**src/rtl/fetch_stage_pkg.sv**
```systemverilog
// Shared definitions for the instruction-fetch stage: default widths, reset PC and FSM state encoding.
package fetch_stage_pkg;

    localparam int DATASIZE = 32;
    localparam int PCSIZE   = 16;
    localparam int RESET_PC = 0;

    typedef enum logic {
        RUN  = 1'b0,
        HOLD = 1'b1
    } fetch_state_t;

endpackage

```
**src/rtl/fetch_stage_skid.sv**
```systemverilog
// One-entry holding buffer for an instruction (and its PC) that arrived while IF/ID was stalled.
module fetch_skid
    import fetch_stage_pkg::*;
#(
    parameter int DATA_W = DATASIZE,
    parameter int PC_W   = PCSIZE
) (
    input  logic              clk,
    input  logic              rst,
    input  logic              load,
    input  logic              clear,
    input  logic [DATA_W-1:0] new_instr,
    input  logic [PC_W-1:0]   new_pc,
    output logic              full,
    output logic [DATA_W-1:0] instr,
    output logic [PC_W-1:0]   pc
);

    // Clear wins over load so a redirect always discards the held instruction.
    always_ff @(posedge clk) begin
        if (rst || clear) begin
            full  <= 1'b0;
            instr <= '0;
            pc    <= '0;
        end else if (load) begin
            full  <= 1'b1;
            instr <= new_instr;
            pc    <= new_pc;
        end
    end

endmodule

```
**src/rtl/fetch_stage.sv**
```systemverilog
// Instruction-fetch stage: owns the PC, talks to a 1-cycle synchronous ROM and feeds the IF/ID register.
module fetch_stage
    import fetch_stage_pkg::*;
#(
    parameter int DATA_W   = DATASIZE,
    parameter int PC_W     = PCSIZE,
    parameter int RESET_PC = fetch_stage_pkg::RESET_PC,
    parameter int PC_STEP  = 1
) (
    input  logic              clk,
    input  logic              rst,
    input  logic              stall,
    input  logic              redirect,
    input  logic [PC_W-1:0]   redirect_pc,
    output logic              imem_req,
    output logic [PC_W-1:0]   imem_addr,
    input  logic [DATA_W-1:0] imem_rdata,
    output logic              ifid_wr,
    output logic              ifid_valid,
    output logic [DATA_W-1:0] ifid_instr,
    output logic [PC_W-1:0]   ifid_pc
);

    fetch_state_t      state_q, state_d;
    logic [PC_W-1:0]   pc_q, pc_d;
    logic [PC_W-1:0]   req_pc_q, req_pc_d;
    logic              inflight_q, inflight_d;
    logic              sk_load, sk_clear, sk_full;
    logic [DATA_W-1:0] sk_instr;
    logic [PC_W-1:0]   sk_pc;

    fetch_skid #(
        .DATA_W (DATA_W),
        .PC_W   (PC_W)
    ) u_skid (
        .clk       (clk),
        .rst       (rst),
        .load      (sk_load),
        .clear     (sk_clear),
        .new_instr (imem_rdata),
        .new_pc    (req_pc_q),
        .full      (sk_full),
        .instr     (sk_instr),
        .pc        (sk_pc)
    );

    assign imem_addr = pc_q;

    always_ff @(posedge clk) begin
        if (rst) begin
            state_q    <= RUN;
            pc_q       <= PC_W'(RESET_PC);
            req_pc_q   <= '0;
            inflight_q <= 1'b0;
        end else begin
            state_q    <= state_d;
            pc_q       <= pc_d;
            req_pc_q   <= req_pc_d;
            inflight_q <= inflight_d;
        end
    end

    // Priority: reset, then redirect (kills anything in flight or held), then stall, then normal fetch.
    always_comb begin
        state_d    = state_q;
        pc_d       = pc_q;
        req_pc_d   = req_pc_q;
        inflight_d = inflight_q;
        sk_load    = 1'b0;
        sk_clear   = 1'b0;
        imem_req   = 1'b0;
        ifid_wr    = 1'b0;
        ifid_valid = 1'b0;
        ifid_instr = '0;
        ifid_pc    = '0;
        if (rst) begin
            sk_clear = 1'b1;
        end else if (redirect) begin
            pc_d       = redirect_pc;
            inflight_d = 1'b0;
            sk_clear   = 1'b1;
            state_d    = RUN;
            ifid_wr    = 1'b1;
        end else if (stall) begin
            if (state_q == RUN) begin
                inflight_d = 1'b0;
                if (inflight_q) begin
                    sk_load = 1'b1;
                    state_d = HOLD;
                end
            end
        end else begin
            imem_req   = 1'b1;
            pc_d       = pc_q + PC_W'(PC_STEP);
            req_pc_d   = pc_q;
            inflight_d = 1'b1;
            ifid_wr    = 1'b1;
            if (state_q == HOLD) begin
                // The ROM output is stale here; the held copy is the one owed to IF/ID.
                ifid_valid = sk_full;
                ifid_instr = sk_instr;
                ifid_pc    = sk_pc;
                sk_clear   = 1'b1;
                state_d    = RUN;
            end else if (inflight_q) begin
                ifid_valid = 1'b1;
                ifid_instr = imem_rdata;
                ifid_pc    = req_pc_q;
            end
        end
    end

endmodule

```
**config.mk**
```make
export PLATFORM = sky130hd
export DESIGN_NAME = fetch_stage
export DESIGN_NICKNAME = d
export VERILOG_FILES = /design/src/rtl/fetch_stage_pkg.sv /design/src/rtl/fetch_stage_skid.sv /design/src/rtl/fetch_stage.sv
export SDC_FILE = /design/constraint.sdc
export NUM_CORES = 1
export LEC_CHECK = 0
export BUFFER_PORTS_ARGS = -buffer_cell sky130_fd_sc_hd__buf_2
export CAP_MARGIN = 10
export CORE_ASPECT_RATIO = 2
export CORE_MARGIN = 5
export CORE_UTILIZATION = 49
export DETAILED_ROUTE_END_ITERATION = 8
export PLACE_DENSITY = 0.83
export SLEW_MARGIN = 20
export SYNTH_ARGS = -nofsm -noshare
export SYNTH_HDL_FRONTEND = slang
export SYNTH_SLANG_ARGS = --single-unit
```
**constraint.sdc**
```tcl
create_clock -name clk -period 4.3 [get_ports clk]
set_input_delay 0.86 -clock clk [delete_from_list [all_inputs] [get_ports clk]]
set_output_delay 0.86 -clock clk [all_outputs]
set_load 0.05 [all_outputs]
```
==> run metrics <==
final hold violation count 0; Clk pin slew, worst setup/hold paths 0.05 ns; fin. max-slew vios 0; ratio of cells with drive above 1 in the final layout around 24%; Post-Route WL between 10 and 15 mm; Async SR Flop Fraction 0%; CP Launch Type primary input; max cap viols 0; CTS tree built; ANT cells 0; die area slightly above 10,000 um^2; Setup Buffers After CTS 0; Synth area leader dfxtp_1; Root Buffer Master clkbuf_16; initial core utilization about half; Via Count 4,142; dpl hpwl roughly 7.4 mm; Mapped Cells around 570; worst skew pair latency 0.33 ns; TritonCTS buffer count 9; Fmax 0.289 GHz; PortBufs 118; post-synth design cell area 4100 um^2; LEAKAGE ~2.1 nW; Worst Path Max Fanout 50; Syn Area/Cell 7.20 um^2; Syn Nets around 620; largest net degree at the start of global routing 53; clk sink count 83; top_reg_cell synth dfxtp_1; FP Rows 47; Rel. slew slack 35.0%; top-area cell type share of the netlist area 40.6%; Final nets between 700 and 800; Worst Clk Skew 0.00719 ns; RSZ-0062 raised after global routing no; critical path type primary input to primary output; initial drt markers 212; Area Overhead vs Synth 21.2%; Seq/Total Area, Yosys 40.6%; total gr overflow 0; Worst Setup EP ifid_pc[12]; top cells by area, synth dfxtp_1 41%, a21oi_1 15%, nand2_1 13%; Clock Path Buffers 2; gpl congestion 0.857; fin crit period 3.46 ns; DR pass1 iterations 4; most frequent cell after synthesis nand2_1; Resized Gates After CTS 0; slew of the pin with the lowest slew margin 0.974 ns; crit path from stall; Netlist cell types 40; global-route wire length before repair 17.9 mm; gr usage total a little over a fifth; PwrDens 346 nW/um^2; post-route ant nets 0; H-tree Lvls 3; vias in the first global route between 3,000 and 4,000; Worst IR Drop VDD ~0.24 mV; die height 139 um; initial antenna violation count 0; EDFF count, synth 0; Routed wire per std cell 14.2 um; Worst Hold Class flip-flop to flip-flop; Slowest Stage Delay on Critical Path 0.88 ns; Hold Buf Count CTS 0; reg-to-reg startpoint inflight_q; Final Cycle Share 80.5%; Vias/cell between 5 and 6; R2R depth 5; FF-to-FF setup slack roughly 1.6 ns; setup_tns 0 ns; critical path, cell by cell buf_2, or3_2, nor2_1, buf_2; synth cell count leaders 140 x nand2_1, 120 x a21oi_1, 83 x dfxtp_1; CORE AREA 8230 um^2; data arrival time of the worst path 2.60 ns; RR Endpoint u_skid.instr[8]; status complete, no violations; CP max-delay cell or3_2; Crit path required time around 3.4 ns; synthesis-stage register bit count 83; I/O Pins between 100 and 150; Most common cell on crit path buf_2; die width 74.6 um; Synth Warn # 0; Setup Viol. Count Final 0; Hold Slack ~0.45 ns; crit path capture type primary output; DRC 0
how the worst min path moves through the flow:
| stage | startpoint | end | slack (ns) | cells after the start |
|---|---|---|---|---|
| global placement | u_skid.pc[10] | u_skid.pc[10] | 0.44 | 2 |
| finish | u_skid.pc[13] | u_skid.pc[13] | 0.45 | 2 |
| floorplan | u_skid.instr[0] | u_skid.instr[0] | 0.44 | 2 |
| detailed placement | u_skid.instr[3] | u_skid.instr[3] | 0.45 | 2 |
| global route | u_skid.instr[24] | u_skid.instr[24] | 0.48 | 2 |
| CTS | u_skid.pc[14] | u_skid.pc[14] | 0.45 | 2 |
through the flow:
stage	cell area (um^2)	setup WS, ns	total power [mW]	utilization [%]	std cells
after floorplan	4100	1.06	0.940	-	569
after detailed placement	4670	0.862	1.00	56.7	741
after global routing	4960	0.781	1.79	60.3	757
after global placement	4640	0.900	0.995	56.4	739
after CTS	4960	0.861	1.74	60.3	757
final	4960	0.838	1.72	60.3	757
cells in the final DEF, fill, tap and decap left out, types with 2 or more instances in the layout:
| cell type | count |
|---|---|
| nand2_1 | 140 |
| a21oi_1 | 120 |
| buf_2 | 118 |
| dfxtp_1 | 82 |
| nor2_1 | 64 |
| and3_1 | 48 |
| xnor2_1 | 12 |
| clkbuf_16 | 9 |
| a211oi_1 | 7 |
| nor3_2 | 4 |
| buf_4 | 4 |
| inv_1 | 3 |
| o21ai_0 | 3 |
| nor4_2 | 3 |
| clkbuf_8 | 3 |
| nand4_2 | 2 |
| nand3_1 | 2 |
| or3_1 | 2 |
| a311oi_1 | 2 |
| buf_8 | 2 |
worst max-delay path: cells and delay by family:
kind	cells	cell delay, ns
buf+inv	2	0.51
simple gates	2	1.21
logic make-up after synthesis:
family | share of synthesized area [%]
xor+xnor | 2.57
buf+inv | 5.77
fa+ha+maj | 0.305
compound gates | 18.0
flops | 40.6
simple gates | 32.6
mux | 0.244
state kept, by name (all words and copies together) (netlist names):
signal,flops
inflight_q,1
u_skid.instr,32
imem_addr,16
u_skid.full,1
req_pc_q,16
u_skid.pc,16
state_q,1
per-layer routing:
layer / part of all wire (%) / global-route usage [%] / vias up / wire length (um)
met2: 55 / 38.6 / 111 / 5870
met4: 2.8 / 9.47 / 0 / 295
li1: - / - / 2079 / -
met5: 0 / 0 / - / 0
met1: 37 / 22.8 / 1930 / 3970
met3: 5.3 / 4.12 / 22 / 571
cell type report:
class / count / area [um^2]
multi-input combinational: 431 / 2220
clock buffer: 13 / 270
timing repair buffer: 124 / 651
inverter: 5 / 18.8
sequential: 83 / 1660
clock inverter: 3 / 21.3
fill: 784 / 3270
tap: 98 / 123
report_power, final:
group / leakage, nW / switching, mW / internal (mW)
clock: 0.142 / 0.291 / 0.438
sequential: 0.674 / 0.0232 / 0.785
combinational: 1.30 / 0.120 / 0.0574
(Power assumes the default switching activity.)
